**src/rtl/cisr_row_len_encoder.sv**
```systemverilog
`default_nettype none
`timescale 1ns/1ps
// ============================================================================
// Module      : cisr_row_len_encoder
// Description : Producer side of the CISR row-length channel FIFOs. Accepts
//               a row-ordered stream of sparse-matrix row lengths and writes
//               each one into a per-channel row-length FIFO. The channel is
//               chosen with the accumulator's slot-assignment rule: the
//               lowest-index channel whose shadow remaining-element counter
//               is zero gets the next row. Row k sent to channel c is
//               therefore the row the accumulator assigns id k on channel c.
//
// Ports       :
//   clk                 in   clock, all state on rising edge
//   rst                 in   asynchronous active-high reset
//   start               in   one-cycle pulse, begins a matrix from IDLE/DONE
//   in_row_len          in   next row length
//   in_valid            in   in_row_len is valid
//   in_last             in   in_row_len is the final row of the matrix
//   in_ready            out  row accepted when in_valid && in_ready
//   row_len_fifo_data   out  in_row_len replicated into every channel slot
//   row_len_fifo_full   in   per-channel FIFO full
//   row_len_fifo_write  out  per-channel write strobe (one-hot or zero)
//   rows_dispatched     out  rows accepted since start (wraps)
//   busy                out  state == RUN
//   done                out  state == DONE
//
// Revision    : 1.0 - initial release
// ============================================================================
module cisr_row_len_encoder #(
    parameter int CHANNEL_NUM     = 4,
    parameter int CHANNEL_NUM_LOG = 2,
    parameter int ROW_LEN_SIZE    = 8,
    parameter int ROW_ID_SIZE     = 8
) (
    input  logic                              clk,
    input  logic                              rst,
    input  logic                              start,
    input  logic [ROW_LEN_SIZE-1:0]           in_row_len,
    input  logic                              in_valid,
    input  logic                              in_last,
    output logic                              in_ready,
    output logic [ROW_LEN_SIZE*CHANNEL_NUM-1:0] row_len_fifo_data,
    input  logic [CHANNEL_NUM-1:0]            row_len_fifo_full,
    output logic [CHANNEL_NUM-1:0]            row_len_fifo_write,
    output logic [ROW_ID_SIZE-1:0]            rows_dispatched,
    output logic                              busy,
    output logic                              done
);

    // ------------------------------------------------------------------------
    // State encoding
    // ------------------------------------------------------------------------
    localparam logic [1:0] c_st_idle = 2'd0;
    localparam logic [1:0] c_st_run  = 2'd1;
    localparam logic [1:0] c_st_done = 2'd2;

    logic [1:0]                 r_state;
    logic [1:0]                 w_state_next;

    // Shadow copies of the accumulator's remaining-element counters.
    logic [ROW_LEN_SIZE-1:0]    r_counter [CHANNEL_NUM];
    logic [ROW_ID_SIZE-1:0]     r_rows_dispatched;

    logic [CHANNEL_NUM-1:0]     w_is_zero;
    logic                       w_has_zero;
    logic [CHANNEL_NUM_LOG-1:0] w_first_index;
    logic                       w_start;
    logic                       w_accept;
    logic                       w_advance;

    // ------------------------------------------------------------------------
    // Channel selection terms
    // ------------------------------------------------------------------------
    generate
        for (genvar j = 0; j < CHANNEL_NUM; j++) begin : g_zero
            assign w_is_zero[j] = (r_counter[j] == '0);
        end
    endgenerate

    assign w_has_zero = |w_is_zero;

    // Priority encoder: scanning from the top down lets the lowest
    // zero-counter channel overwrite any higher one.
    always_comb begin
        w_first_index = '0;
        for (int j = CHANNEL_NUM - 1; j >= 0; j--) begin
            if (w_is_zero[j]) begin
                w_first_index = CHANNEL_NUM_LOG'(j);
            end
        end
    end

    // start only matters outside RUN; a pulse during RUN is ignored.
    assign w_start   = start && (r_state != c_st_run);
    assign w_accept  = in_valid && in_ready;
    // An advance cycle models one accumulator consume step. It may only occur
    // when every slot holds a row, so counters can never underflow.
    assign w_advance = (r_state == c_st_run) && !w_has_zero;

    // ------------------------------------------------------------------------
    // FSM: state register
    // ------------------------------------------------------------------------
    always_ff @(posedge clk or posedge rst) begin
        if (rst) begin
            r_state <= c_st_idle;
        end else begin
            r_state <= w_state_next;
        end
    end

    // ------------------------------------------------------------------------
    // FSM: next-state logic
    // ------------------------------------------------------------------------
    always_comb begin
        w_state_next = r_state;
        case (r_state)
            c_st_idle: begin
                if (start) begin
                    w_state_next = c_st_run;
                end
            end
            c_st_run: begin
                if (w_accept && in_last) begin
                    w_state_next = c_st_done;
                end
            end
            c_st_done: begin
                if (start) begin
                    w_state_next = c_st_run;
                end
            end
            default: begin
                w_state_next = c_st_idle;
            end
        endcase
    end

    // ------------------------------------------------------------------------
    // FSM: outputs
    // ------------------------------------------------------------------------
    // Handshake and strobe are combinational against the current full flag,
    // so a zero-length row can re-target the same channel the next cycle.
    always_comb begin
        busy               = 1'b0;
        done               = 1'b0;
        in_ready           = 1'b0;
        row_len_fifo_write = '0;
        case (r_state)
            c_st_run: begin
                busy     = 1'b1;
                in_ready = w_has_zero && !row_len_fifo_full[w_first_index];
                if (in_valid && in_ready) begin
                    row_len_fifo_write = CHANNEL_NUM'(1) << w_first_index;
                end
            end
            c_st_done: begin
                done = 1'b1;
            end
            default: begin
                busy = 1'b0;
            end
        endcase
    end

    // ------------------------------------------------------------------------
    // Datapath: shadow counters and dispatched-row count
    // ------------------------------------------------------------------------
    // Stall cycles (slot free but no handshake) leave everything untouched:
    // the accumulator does not advance while a slot awaits a row.
    always_ff @(posedge clk or posedge rst) begin
        if (rst) begin
            for (int j = 0; j < CHANNEL_NUM; j++) begin
                r_counter[j] <= '0;
            end
            r_rows_dispatched <= '0;
        end else if (w_start) begin
            for (int j = 0; j < CHANNEL_NUM; j++) begin
                r_counter[j] <= '0;
            end
            r_rows_dispatched <= '0;
        end else if (r_state == c_st_run) begin
            if (w_accept) begin
                r_counter[w_first_index] <= in_row_len;
                r_rows_dispatched        <= r_rows_dispatched + ROW_ID_SIZE'(1);
            end else if (w_advance) begin
                for (int j = 0; j < CHANNEL_NUM; j++) begin
                    r_counter[j] <= r_counter[j] - ROW_LEN_SIZE'(1);
                end
            end
        end
    end

    assign rows_dispatched = r_rows_dispatched;

    // ------------------------------------------------------------------------
    // Data fan-out: every slot carries the same length; the strobe picks one.
    // ------------------------------------------------------------------------
    generate
        for (genvar j = 0; j < CHANNEL_NUM; j++) begin : g_data_slot
            assign row_len_fifo_data[j*ROW_LEN_SIZE +: ROW_LEN_SIZE] = in_row_len;
        end
    endgenerate

endmodule
`default_nettype wire
```
**config.mk**
```make
export PLATFORM = sky130hd
export DESIGN_NAME = cisr_row_len_encoder
export DESIGN_NICKNAME = d
export VERILOG_FILES = /design/src/rtl/cisr_row_len_encoder.sv
export SDC_FILE = /design/constraint.sdc
export NUM_CORES = 1
export LEC_CHECK = 0
export CORE_ASPECT_RATIO = 0.6
export CORE_MARGIN = 10
export CORE_UTILIZATION = 53
export CTS_CLUSTER_SIZE = 28
export DETAILED_ROUTE_END_ITERATION = 10
export PLACE_DENSITY = 0.78
export SLEW_MARGIN = 20
export SYNTH_ARGS = -nofsm -noshare
export SYNTH_HDL_FRONTEND = slang
export SYNTH_SLANG_ARGS = --single-unit
```
**constraint.sdc**
```tcl
create_clock -name clk -period 3.4 [get_ports clk]
set_input_delay 0.34 -clock clk [delete_from_list [all_inputs] [get_ports clk]]
set_output_delay 0.34 -clock clk [all_outputs]
set_load 0.03 [all_outputs]
```
==> flow_summary_export.csv, run 1 <==
group,metric,value,unit
critical_path,path_max_fanout,19,
global_routing,grt_pass1_vias,3052,
global_routing,grt_max_degree,43,
sta,worst_pin_slew,0.919,ns
critical_path,required,3.06,ns
global_routing,overflow,0,
critical_path,cp_data_arrival_time,2.98,ns
drt,drt_iter0_drc,415,
synth,syn_nets,402,
placement,io_buffers,63,
clock_network,insertion_delay,0.30,ns
drt,ant_nets,0,
die,core_area,6080,sq um
synth,postSynthCellCount,380,
sta,slew_headroom,38.7,%
final_layout,antenna_cells,0,
sta,worst_clock_skew,0.00358,ns
min_path,hold_class,"in -> async",
synth,yosysWarnings,0,
synth,synthTopCellsByArea,"dfrtp_1 (32%), buf_4 (7.3%), nand2_1 (5.4%)",
sta,slew_violations,0,
power,powerDensity,912,nW/um^2
outcome,status,"finished, final reports clean",
synth,synth_top_cell_by_area,"dfrtp_1",
final_layout,drive_gt1_share,13.1,%
placement,dp_hpwl,7.62,mm
synth,netlist_area,3300,sq um
synth,ys_ff_latch,42,
power,ir_worst_vdd,0.000390,V
sta,fin_crit_sh,97.6,%
die,die_w,122,um
run,max_cap_violations,0,
sta,rsz0062_at_grt,"true",
die,fp.dieH,81.1,um
clock_network,clock_tree.root_cell,"clkbuf_8",
clock_network,cts_hold_buffers,0,
sta,fin_crit,3.32,ns
global_routing,track_usage,20.6,%
final_layout,final_util,65.8,%
global_routing,grt_pass1_wl,16.5,mm
clock_network,cts_setup_buffers,0,
die,ios,64,
clock_network,cts_buffers,5,
critical_path,cp-start-kind,"flip-flop",
critical_path,timing.rr.start,"r_counter[16]",
sta,setup_viol,0,
critical_path,path_class,"reg -> out",
synth,syn_avg_cell_area,8.68,sq um
critical_path,worstRegToRegCells,10,
synth,synth_async_sr_flop_share,100,%
placement,place_congestion,0.975,
clock_network,clkTransAtPathRegs,0.08,ns
clock_network,cts_tree,"built",
final_layout,final_nets,447,
sta,hold_viol,0,
global_routing,antenna_found_initial,0,
die,dieArea,9880,sq um
final_layout,syn_to_final_growth,21.4,%
die,rows,22,
sta,fin_tns_setup,0,ns
critical_path,endpoint_kind,"primary output",
power,leakagePower,1.64,nW
clock_network,ctsHtreeMaxLevel,2,
sta,fin_ws,0.0822,ns
die,initial_core_util,54.2,%
critical_path,r2r-end,"r_counter[25]",
drt,num_vias,3262,
synth,synth_edf_count,0,
drt,vias_per_cell,6.40,
power,finalPower,3.65,mW
drt,drc_errors,0,
synth,post-synth-top-area-fraction,31.9,%
sta,fmax,0.301,GHz
synth,ys_seq_area_share,31.9,%
placement,place_ws,0.124,ns
clock_network,cts.path.max_buffers,2,
synth,synth_ff_type,"dfrtp_1",
drt,wire_per_inst,20.2,um
drt,drt_wl_total,10.3,mm
synth,yosysUniqueCellTypes,69,
drt,drtPass1Iterations,5,
clock_network,numClockSinks,42,
critical_path,rrSetupSlack,0.21,ns
final_layout,nFillCells,514,
area by class of cell:
| class | count | area [sq um] | share of cell area, % |
|---|---|---|---|
| clock inverter | 1 | 5.00 | 0.125 |
| sequential | 42 | 1050 | 26.3 |
| tap | 84 | 105 | 2.63 |
| inverter | 18 | 67.6 | 1.69 |
| multi-input combinational | 271 | 1860 | 46.4 |
| clock buffer | 7 | 86.3 | 2.16 |
| timing repair buffer | 87 | 830 | 20.7 |
placed cells by master, fill, tap and decap left out, types with 4 or more instances in the layout:
master,Yosys,routed
or4_1,6,6
or3_1,5,5
clkdlybuf4s50_1,0,58
mux2i_1,16,16
a21oi_1,17,17
o21ai_0,15,15
dfrtp_1,42,42
nor3_1,11,11
nand3_1,7,7
buf_4,32,25
o2bb2ai_1,4,4
ha_1,5,5
nand2_1,47,47
inv_1,17,17
clkbuf_8,0,6
o31ai_1,5,5
a31oi_1,7,7
a22o_1,16,16
nand2b_1,7,7
nor3b_1,5,5
nor2_1,23,22
o32ai_1,5,5
sequential cells by signal, indices dropped and copies added (netlist names):
| name | cells |
|---|---|
| r_counter | 32 |
| rows_dispatched | 8 |
| r_state | 2 |
worst max path at each step:
stage,startpoint,to,slack (ns),depth (start not counted)
6_report,r_counter[16],row_len_fifo_write[0],0.08,8
5_1_grt,r_counter[0],row_len_fifo_write[0],-0.08,8
4_1_cts,r_counter[0],row_len_fifo_write[2],0.004,7
3_5_place_dp,r_counter[8],r_counter[1],0.12,9
3_3_place_gp,r_counter[8],r_counter[1],0.13,9
2_1_floorplan,r_counter[16],r_counter[9],0.12,10
power breakdown:
group	switching [mW]	internal, mW
registers	0.215	0.707
clock network	0.180	0.164
logic	1.37	1.02
layer usage:
| metal | wire [um] | vias to the layer above | GRT usage [%] |
|---|---|---|---|
| li1 | - | 1485 | - |
| met5 | 0 | - | 0 |
| met2 | 4100 | 205 | 29.2 |
| met3 | 1360 | 9 | 7.41 |
| met1 | 4790 | 1563 | 30.0 |
| met4 | 41 | 0 | 2.13 |
cell families (layout without fill, tap and decap cells):
family,after synthesis,count (layout),synth area share (%)
simple gates,136,136,21.7
fa+ha+maj,5,5,1.90
mux,19,19,5.88
compound gates,108,108,25.7
buf+inv,67,113,12.1
flops,42,42,31.9
xor+xnor,3,3,0.797
what timing repair did:
item,CTS,global route
gates resized for setup,1,2
gates cloned,0,0
endpoints found under the setup margin,1,5
pin swaps,0,1
cells in the mapped netlist (6+ instances only):
cell type / count
nand2_1: 47
dfrtp_1: 42
buf_4: 32
nor2_1: 23
a21oi_1: 17
inv_1: 17
a22o_1: 16
mux2i_1: 16
o21ai_0: 15
nor3_1: 11
clkbuf_1: 9
a31oi_1: 7
nand2b_1: 7
nand3_1: 7
or4_1: 6
critical path: stages, from the launching register on:
cell,delay (ns)
dfrtp_1,0.40
inv_1,0.10
ha_1,0.20
or4b_1,0.48
or3_4,0.46
a31oi_2,0.25
nand3_2,0.40
nor2_1,0.21
buf_4,0.18
metrics by stage:
stage / cell area [sq um] / instances / hold WS, ns
floorplan: 3300 / 380 / 0.447
global placement: 3900 / 502 / 0.514
detailed placement: 3900 / 502 / 0.509
CTS: 3990 / 510 / 0.501
global route: 4000 / 510 / 0.536
finish: 4000 / 510 / 0.477
(Power assumes the default switching activity.)
==> inputs of run 2 (changes only) <==
- ABC_CLOCK_PERIOD_IN_PS: not set -> 3400
- CORE_UTILIZATION: 53 -> 30
- MAX_ROUTING_LAYER: not set -> met4
- PLACE_DENSITY: 0.78 -> 0.48
==> flow_summary_export.csv, run 2 (same netlist as run 1, synthesis figures left out) <==
group,metric,value,unit
critical_path,cp_data_arrival_time,2.93,ns
critical_path,endpoint_kind,"primary output",
sta,hold_viol,0,
die,dieArea,15700,sq um
sta,setup_viol,0,
global_routing,track_usage,15.2,%
placement,place_ws,0.162,ns
global_routing,grt_max_degree,23,
final_layout,multi_input_area,1870,sq um
clock_network,cts_tree,"built",
drt,drt_iter0_drc,339,
critical_path,crit_family,"simple AND/OR/NAND/NOR gates",
placement,io_buffers,63,
clock_network,clkTransAtPathRegs,0.07,ns
run,max_cap_violations,0,
sta,fin_ws,0.134,ns
sta,slew_headroom,45.3,%
final_layout,antenna_cells,0,
min_path,hold_class,"in -> async",
sta,slew_violations,0,
drt,num_vias,3260,
power,finalPower,4.00,mW
critical_path,path_max_fanout,14,
drt,vias_per_cell,5.71,
power,ir_worst_vdd,0.000368,V
clock_network,ctsHtreeMaxLevel,2,
die,fp.dieH,101,um
sta,worst_pin_slew,0.816,ns
final_layout,final_cell_mix,"clkdlybuf4s50_1 (58), nand2_1 (47), dfrtp_1 (42), buf_4 (33), nor2_1 (23)",
power,leakagePower,1.68,nW
sta,fmax,0.306,GHz
clock_network,cts_buffers,5,
critical_path,path_class,"reg -> out",
placement,dp_cells,563,
clock_network,cts.path.max_buffers,2,
final_layout,syn_to_final_growth,26.3,%
clock_network,cts_hold_buffers,0,
final_layout,regMostFlops,"r_counter",
global_routing,antenna_found_initial,0,
outcome,status,"finished, final reports clean",
final_layout,layout_commonest_cell,"clkdlybuf4s50_1",
clock_network,numClockSinks,42,
clock_network,clock_tree.root_cell,"clkbuf_16",
clock_network,insertion_delay,0.29,ns
critical_path,critPathMaxStageDelay,0.54,ns
placement,place_congestion,0.911,
final_layout,largest_register_ff_count,32,
critical_path,timing.rr.start,"r_counter[0]",
final_layout,seqCellArea,1050,sq um
critical_path,required,3.06,ns
sta,fin_crit,3.27,ns
final_layout,nFillCells,1074,
power,powerDensity,961,nW/um^2
final_layout,final_nets,453,
global_routing,grt_pass1_wl,18.5,mm
final_layout,drive_gt1_share,14.8,%
drt,wire_per_inst,20.7,um
drt,drtPass1Iterations,5,
die,ios,64,
final_layout,instances_no_fill,571,
final_layout,final_util,39.2,%
clock_network,cts_setup_buffers,0,
drt,ant_nets,0,
critical_path,cp_slowest_cell,"or4b_1",
die,initial_core_util,31.0,%
critical_path,worstPathCellList,"inv_1 -> ha_1 -> or4b_1 -> a2111o_1 -> o2111ai_2 -> nand3_2 -> nor2_1 -> buf_4",
sta,fin_crit_sh,96.0,%
drt,drt_wl_total,11.8,mm
drt,drc_errors,0,
sta,rsz0062_at_grt,"true",
critical_path,r2r-end,"r_counter[14]",
global_routing,overflow,0,
critical_path,worstRegToRegCells,9,
die,die_w,155,um
critical_path,path_buf_inv,2,
critical_path,rrSetupSlack,0.23,ns
die,core_area,10600,sq um
critical_path,cp-start-kind,"flip-flop",
sta,worst_clock_skew,0.00619,ns
placement,dp_hpwl,8.94,mm
die,rows,29,
global_routing,grt_pass1_vias,3093,
-- run 2: changes by cell type in the layout (fill, tap and decap cells not counted), moves of 2 or more --
cell / delta
clkbuf_8: -6
buf_12: -2
clkbuf_16: +5
buf_4: +8
-- run 2: how the worst max path moves through the flow --
| stage | from | end | slack (ns) | cells after the start |
|---|---|---|---|---|
| floorplan | r_counter[16] | r_counter[9] | 0.12 | 10 |
| global route | r_counter[0] | row_len_fifo_write[0] | -0.04 | 8 |
| global placement | r_counter[16] | in_ready | 0.21 | 8 |
| CTS | r_counter[16] | row_len_fifo_write[3] | 0.008 | 8 |
| detailed placement | r_counter[16] | in_ready | 0.16 | 8 |
| finish | r_counter[0] | row_len_fifo_write[0] | 0.13 | 8 |
-- run 2: area by class of cell --
cell class / instances / share of cell area (%)
multi-input cells: 271 / 44.8
flip-flops and latches: 42 / 25.2
repair buffers: 93 / 20.2
well taps: 139 / 4.18
clock buffers: 5 / 3.00
inverters: 18 / 1.62
clock inverters: 3 / 0.961
-- run 2: per-layer routing --
layer / vias up / track usage (%) / wire, um
met1: 1594 / 23.1 / 6250
met5: - / - / 0
met3: 11 / 5.21 / 1170
met2: 167 / 18.5 / 4320
met4: 0 / 2.51 / 78
li1: 1488 / - / -
-- run 2: through the flow --
stage	TNS, ns	hold WS (ns)	instance area [sq um]
2_1_floorplan	0	0.447	3300
3_3_place_gp	0	0.515	3990
3_5_place_dp	0	0.515	3990
4_1_cts	0	0.441	4160
5_1_grt	-0.0435	0.497	4170
6_report	0	0.415	4170
-- run 2: repair_timing --
item | 4_1_cts | 5_1_grt
endpoints found under the setup margin | 3 | 4
pin swaps | 0 | 1
resized for setup | 3 | 5
-- run 2: worst register-to-register path: cells and delay by family, from the launching register on --
family                     cells  cell delay, ns
AOI/OAI and AO/OA              4            1.06
adders and majority gates      1            0.25
buffers and inverters          2            0.39
DFF                            1            0.38
and+or+nand+nor                2            1.02
-- run 2: where the power goes --
| group | switching [mW] | internal [mW] |
|---|---|---|
| Combinational | 1.45 | 1.07 |
| Clock | 0.214 | 0.344 |
| Sequential | 0.217 | 0.708 |
==> inputs of run 3 (changes only) <==
- CAP_MARGIN: not set -> 20
- CORE_ASPECT_RATIO: 0.6 -> not set
==> flow_summary_export.csv, run 3 (same netlist as run 1, synthesis figures left out) <==
group,metric,value,unit
critical_path,worstSetupStartpoint,"r_counter[0]",
global_routing,overflow,0,
clock_network,cts_tree,"built",
final_layout,largest_register_ff_count,32,
clock_network,cts_buffers,5,
critical_path,cp_data_arrival_time,3.45,ns
drt,drt_iter0_drc,213,
power,switching_share,46.2,%
die,dieArea,15600,sq um
global_routing,grt_pass1_wl,17.9,mm
critical_path,worstRegToRegCells,8,
sta,fin_crit_sh,95.7,%
drt,drt_wl_total,11.0,mm
critical_path,critPathMaxStageDelay,0.52,ns
critical_path,path_max_fanout,8,
placement,dp_hpwl,8.11,mm
critical_path,cp_slowest_cell,"or4b_1",
global_routing,met2_usage,23.0,%
final_layout,layout_commonest_cell,"clkdlybuf4s50_1",
sta,rsz0062_at_grt,"false",
global_routing,antenna_found_initial,0,
power,intPower,2.05,mW
final_layout,final_nets,449,
final_layout,antenna_cells,0,
sta,hold_viol,0,
sta,fmax,0.307,GHz
sta,worst_clock_skew,0.00559,ns
critical_path,cp-start-kind,"flip-flop",
critical_path,timing.rr.start,"r_counter[0]",
drt,num_vias,3142,
clock_network,cts.path.max_buffers,2,
drt,ant_nets,0,
sta,setup_viol,0,
clock_network,numClockSinks,42,
final_layout,instances_no_fill,568,
power,power_frac_clock,13.5,%
run,max_cap_violations,0,
placement,dp_cells,557,
global_routing,track_usage,14.3,%
power,leakagePower,1.65,nW
global_routing,grt_max_degree,24,
clock_network,insertion_delay,0.31,ns
critical_path,rrSetupSlack,0.15,ns
sta,slew_violations,0,
critical_path,crit_family,"compound AO/OA/AOI/OAI gates",
sta,fin_tns_setup,0,ns
placement,place_congestion,0.913,
clock_network,cts_hold_buffers,0,
power,powerDensity,925,nW/um^2
critical_path,path_class,"reg -> reg",
placement,postPlaceCellArea,3950,sq um
final_layout,syn_to_final_growth,25.2,%
power,net-switching-power,1.76,mW
final_layout,regMostFlops,"r_counter",
final_layout,final_cell_mix,"clkdlybuf4s50_1 (58), nand2_1 (47), dfrtp_1 (42), buf_4 (29), nor2_1 (23)",
power,sequentialPowerShare,24.2,%
critical_path,worstPathCellList,"inv_1 -> ha_1 -> or4b_1 -> a2111o_1 -> o2111ai_2 -> a31oi_1 -> a211oi_1 -> mux2_2",
critical_path,endpoint_kind,"flip-flop",
clock_network,clkTransAtPathRegs,0.09,ns
clock_network,clock_tree.root_cell,"clkbuf_8",
power,combPwrFrac,62.3,%
critical_path,path_buf_inv,1,
sta,worst_pin_slew,0.792,ns
global_routing,grtUsageMet1,18.3,%
global_routing,met3_usage,2.00,%
sta,fin_crit,3.25,ns
global_routing,grt_pass1_vias,3165,
placement,io_buffers,63,
final_layout,drive_gt1_share,14.3,%
critical_path,r2r-end,"r_counter[25]",
sta,slew_headroom,46.9,%
min_path,hold_class,"in -> async",
power,ir_worst_vdd,0.000324,V
die,die_w,125,um
final_layout,stdcell_area,4130,sq um
die,fp.dieH,125,um
power,finalPower,3.82,mW
die,rows,38,
die,initial_core_util,30.5,%
outcome,status,"finished, final reports clean",
drt,drtPass1Iterations,4,
drt,wire_per_inst,19.4,um
drt,vias_per_cell,5.53,
critical_path,required,3.60,ns
die,core_area,10800,sq um
clock_network,ctsHtreeMaxLevel,2,
die,ios,64,
final_layout,nFillCells,1127,
global_routing,top_usage_layer,"met2",
drt,drc_errors,0,
run 3: power groups by stage:
stage	Clock, mW	Sequential (mW)	Combinational (mW)
6_report	0.516	0.923	2.38
3_3_place_gp	0	0.925	2.34
4_1_cts	0.528	0.919	2.36
2_1_floorplan	0	0.887	1.65
3_5_place_dp	0	0.926	2.34
5_1_grt	0.547	0.955	2.62
run 3: per-layer routing:
metal | wire length (um) | vias up | part of all wire [%]
met3 | 510 | 15 | 4.6
li1 | - | 1486 | -
met1 | 4940 | 1564 | 45
met4 | 203 | 0 | 1.8
met2 | 5350 | 77 | 49
met5 | 0 | - | 0
run 3: repair_timing:
item                                    in CTS  in global routing
buffers inserted                             0                  3
pin swaps                                    0                  1
endpoints found under the setup margin       2                  5
gates resized for setup                      2                  3
run 3: per-stage QoR:
| step | setup WS [ns] | hold slack (ns) | util [%] |
|---|---|---|---|
| 5_1_grt | 0.0103 | 0.479 | 38.2 |
| 3_3_place_gp | 0.263 | 0.506 | 36.6 |
| 6_report | 0.147 | 0.385 | 38.2 |
| 4_1_cts | 0.0119 | 0.423 | 37.9 |
| 2_1_floorplan | 0.116 | 0.447 | - |
| 3_5_place_dp | 0.191 | 0.515 | 36.6 |
run 3: worst max-delay path by stage:
stage / end / slack (ns) / cells after the start
2_1_floorplan: r_counter[9] / 0.12 / 10
3_3_place_gp: r_counter[29] / 0.26 / 8
3_5_place_dp: r_counter[25] / 0.19 / 8
4_1_cts: row_len_fifo_write[3] / 0.01 / 7
5_1_grt: r_counter[25] / 0.01 / 8
6_report: r_counter[25] / 0.15 / 8
run 3: final cells by class:
| class | instances | area, sq um | area share [%] |
|---|---|---|---|
| Clock buffer | 6 | 82.6 | 2.00 |
| Clock inverter | 2 | 60.1 | 1.45 |
| Inverter | 18 | 67.6 | 1.64 |
| Multi-Input combinational cell | 271 | 1860 | 45.2 |
| Sequential cell | 42 | 1050 | 25.5 |
| Tap cell | 140 | 175 | 4.24 |
| Timing Repair Buffer | 89 | 827 | 20.0 |
==> RTL change 1, RTL diff (settings of run 2) <==
Set the parameter `ROW_LEN_SIZE` to 16 (it was 8).
--- a/src/rtl/cisr_row_len_encoder.sv
+++ b/src/rtl/cisr_row_len_encoder.sv
@@ -32,3 +32,3 @@
     parameter int CHANNEL_NUM_LOG = 2,
-    parameter int ROW_LEN_SIZE    = 8,
+    parameter int ROW_LEN_SIZE    = 16,
     parameter int ROW_ID_SIZE     = 8
Interface: changed (resized in_row_len and row_len_fifo_data); port bits go from 64 to 104. The function was not compared with the original's and may differ.
==> RTL change 1 against run 2 <==
Clock power increased by 90%; worst setup slack got worse by 0.13 ns; cell area increased by 69%; highest routed layer unchanged; synthesized area increased by 66%; routed wire length increased by 75%; final cell count increased by 68%; utilization about the same; sequential cell count increased by 32; total power decreased by 22%.
==> RTL change 1: results <==
metrics = {
    "outcome": {
        "status": "complete, no violations",
    },
    "placement": {
        "placed_cell_area_um2": 6540,
        "place_congestion": 0.888,
        "dp_cells": 929,
    },
    "logic_synthesis": {
        "synth_fa_ha_area_share_pct": 1.15,
        "synth_nets": 671,
        "synth_area_leaders": "dfrtp_1 (34%), buf_4 (8.9%), nand2_1 (3.9%), nor2_1 (3.6%), nor4_1 (3.1%)",
        "synth-compound-area-share_pct": 22.4,
        "synth_xor_area_share_pct": 2.57,
        "postSynthCellCount": 641,
    },
    "power_and_ir_drop": {
        "leakage_nw": 2.79,
        "finalPower_mw": 3.14,
        "pg_clk_mw": 1.06,
        "ir_drop_v": 0.000290,
    },
    "critical_path": {
        "arrival_ns": 3.05,
        "regToRegStartpoint": "r_counter[23]",
    },
    "clock_network": {
        "cts_resized": 9,
        "clkLatencyLatePin_ns": 0.34,
        "htree_levels": 3,
        "post_cts_buffers": 7,
        "numCtsBuffers": 9,
    },
    "grt": {
        "grt_use_met2_pct": 23.1,
        "met1_usage_pct": 24.6,
    },
    "route": {
        "wl_per_cell_um": 21.6,
        "num_vias": 5441,
        "drt-total-wl_um": 20700,
    },
    "cells_and_area": {
        "nets": 743,
    },
    "sta": {
        "timing.hold.ws_ns": 0.436,
    },
}
## RTL change 1: cell count changes after synthesis, sizes merged, moves of 13 or more
cell   delta
nor4     +28
buf      +37
dfrtp    +32
nor2     +30
o21ai    +13
nor3     +15
a22o     -16
## RTL change 1: area by class of cell
type	count	area, µm²
clock inverter	5	77.6
fill	1808	10900
multi-input combinational	443	2940
timing repair buffer	156	1500
inverter	29	119
tap	240	300
sequential	74	1850
clock buffer	11	243
## RTL change 1: layer usage
metal,routed length [µm],up-vias
met5,0,-
met4,375,0
met3,1360,29
met2,8500,237
met1,10400,2704
li1,-,2471
## RTL change 1: worst max-delay path by stage
stage,endpoint,cells past startpoint,from
3_3_place_gp,r_counter[37],8,r_counter[22]
3_5_place_dp,r_counter[37],8,r_counter[22]
6_report,row_len_fifo_write[1],8,r_counter[23]
2_1_floorplan,in_ready,9,r_counter[48]
4_1_cts,row_len_fifo_write[3],7,r_counter[23]
5_1_grt,row_len_fifo_write[1],8,r_counter[23]
==> RTL change 2, RTL diff (flow settings as in run 2) <==
Without the edit above. Make the reset (`rst`) synchronous in 2 clocked blocks. Comments in the files are not updated.
--- a/src/rtl/cisr_row_len_encoder.sv
+++ b/src/rtl/cisr_row_len_encoder.sv
@@ -103,3 +103,3 @@
     // ------------------------------------------------------------------------
-    always_ff @(posedge clk or posedge rst) begin
+    always_ff @(posedge clk) begin
         if (rst) begin
@@ -170,3 +170,3 @@
     // the accumulator does not advance while a slot awaits a row.
-    always_ff @(posedge clk or posedge rst) begin
+    always_ff @(posedge clk) begin
         if (rst) begin
Function: differs if rst is asserted again (counterexample within 4 cycles, from zero or initial values and one cycle with rst high); with rst held inactive, the same outputs for 10 cycles.
==> RTL change 2 against run 2 <==
Routed wire length is 36% lower; sequential share of layout area is 8.2 points higher; cell area is 17% lower; worst setup slack worse by 0.037 ns; critical path type unchanged; global-route usage is 3.3 points lower; synthesized area is 18% lower; sequential cell count stayed put; final cell count is 21% lower.
Power is not compared: it rests on default switching activity, and its combinational part moved more than twofold at a synthesized area within 25%.
==> RTL change 2: results <==
metrics = {
    "outcome": {
        "status": "complete, no violations",
    },
    "cells_and_area": {
        "layout-drive-gt1-share_pct": 8.21,
        "largest_register_ffs": 32,
        "nets": 362,
        "n_fill_cell": 859,
    },
    "critical_path": {
        "startpoint": "r_counter[0][4]",
        "rrSetupSlack_ns": 0.36,
        "timing.rr.end": "rows_dispatched[6]",
        "max_stage_delay_ns": 0.56,
        "r2r_cells": 7,
        "path_max_fanout": 10,
        "arrival_ns": 2.96,
        "slowest_stage": "or4_4",
        "critPathCapture": "row_len_fifo_write[3]",
    },
    "grt": {
        "grt_max_degree": 15,
        "grt_pass1_wl_um": 12300,
        "track_usage_pct": 12.0,
    },
    "route": {
        "via_per_inst": 4.86,
        "drt-total-wl_um": 7580,
        "first_pass_iters": 4,
        "wl_per_cell_um": 16.7,
        "drt-initial-drc-count": 169,
    },
    "logic_synthesis": {
        "synth_edf_count": 32,
        "synth_area_leaders": "edfxtp_1 (35%), buf_4 (8.9%), dfxtp_1 (7.4%), xnor2_1 (6.5%), nand2_1 (4.8%)",
        "synth_nets": 318,
        "yosysUniqueCellTypes": 45,
        "synth_seq_area_share_pct": 42.8,
        "async_reset_ff_share_pct": 0,
        "postSynthCellCount": 296,
        "synth.top_cells.by_count": "nand2_1 (35), buf_4 (32), edfxtp_1 (32)",
    },
    "sta": {
        "tightest_slew_ns": 0.735,
        "fin_skew_ns": 0.00383,
        "fin_crit_sh_pct": 97.1,
        "finalSetupViolations": 0,
    },
    "placement": {
        "dp_cells": 444,
        "place_hpwl_um": 5830,
        "place_congestion": 0.875,
        "post-place-ws_ns": 0.171,
    },
    "power_and_ir_drop": {
        "ir_drop_v": 0.000222,
        "finalPower_mw": 1.71,
        "power.switching_mw": 0.563,
    },
    "clock_network": {
        "htree_levels": 2,
    },
    "min_path": {
        "worstHoldStart": "rows_dispatched[7]",
        "hold_path_class": "reg -> reg",
        "whs_endpoint": "rows_dispatched[7]",
    },
}
-- RTL change 2: layout make-up --
class / instances / area (µm²) / area share [%]
Multi-Input combinational cell: 204 / 1270 / 36.6
Sequential cell: 42 / 1160 / 33.4
Timing Repair Buffer: 76 / 726 / 20.9
Tap cell: 112 / 140 / 4.03
Clock buffer: 8 / 136 / 3.93
Inverter: 11 / 41.3 / 1.19
-- RTL change 2: worst register-to-register path, stage by stage (launching register included) --
cell and delay, ns:
edfxtp_1 0.43, or4_4 0.56, or3_4 0.41, a311o_1 0.38
or3_4 0.36, buf_4 0.18, or4_1 0.50, a21oi_1 0.15
-- RTL change 2: stage by stage --
| step | instance area (µm²) | utilization [%] | hold WS [ns] | TNS (ns) |
|---|---|---|---|---|
| after floorplan | 2710 | - | 0.412 | 0 |
| after global placement | 3300 | 38.1 | 0.478 | 0 |
| after detailed placement | 3300 | 38.1 | 0.483 | 0 |
| after CTS | 3450 | 39.8 | 0.495 | 0 |
| after global routing | 3470 | 40.2 | 0.545 | -0.0302 |
| final | 3470 | 40.2 | 0.500 | 0 |
-- RTL change 2: cells by family after synthesis --
logic type,share of synthesized area [%]
adder cells (fa/ha/maj),2.31
AO/OA/AOI/OAI,12.7
AND/OR/NAND/NOR,22.4
buffers and inverters,11.7
flip-flops,42.8
XOR/XNOR,7.75
multiplexers,0.369
-- RTL change 2: what timing repair did --
action	4_1_cts	5_1_grt
gates cloned	0	0
gates resized for setup	4	6
pin swaps	0	0
setup buffers	0	1
endpoints found under the setup margin	2	3
-- RTL change 2: layer usage --
metal,GRT usage [%],wire length [µm],up-vias
met5,-,0,-
met4,2.74,55,0
met3,3.13,275,5
met2,16.4,3240,37
met1,17.0,4010,1040
li1,-,-,1121
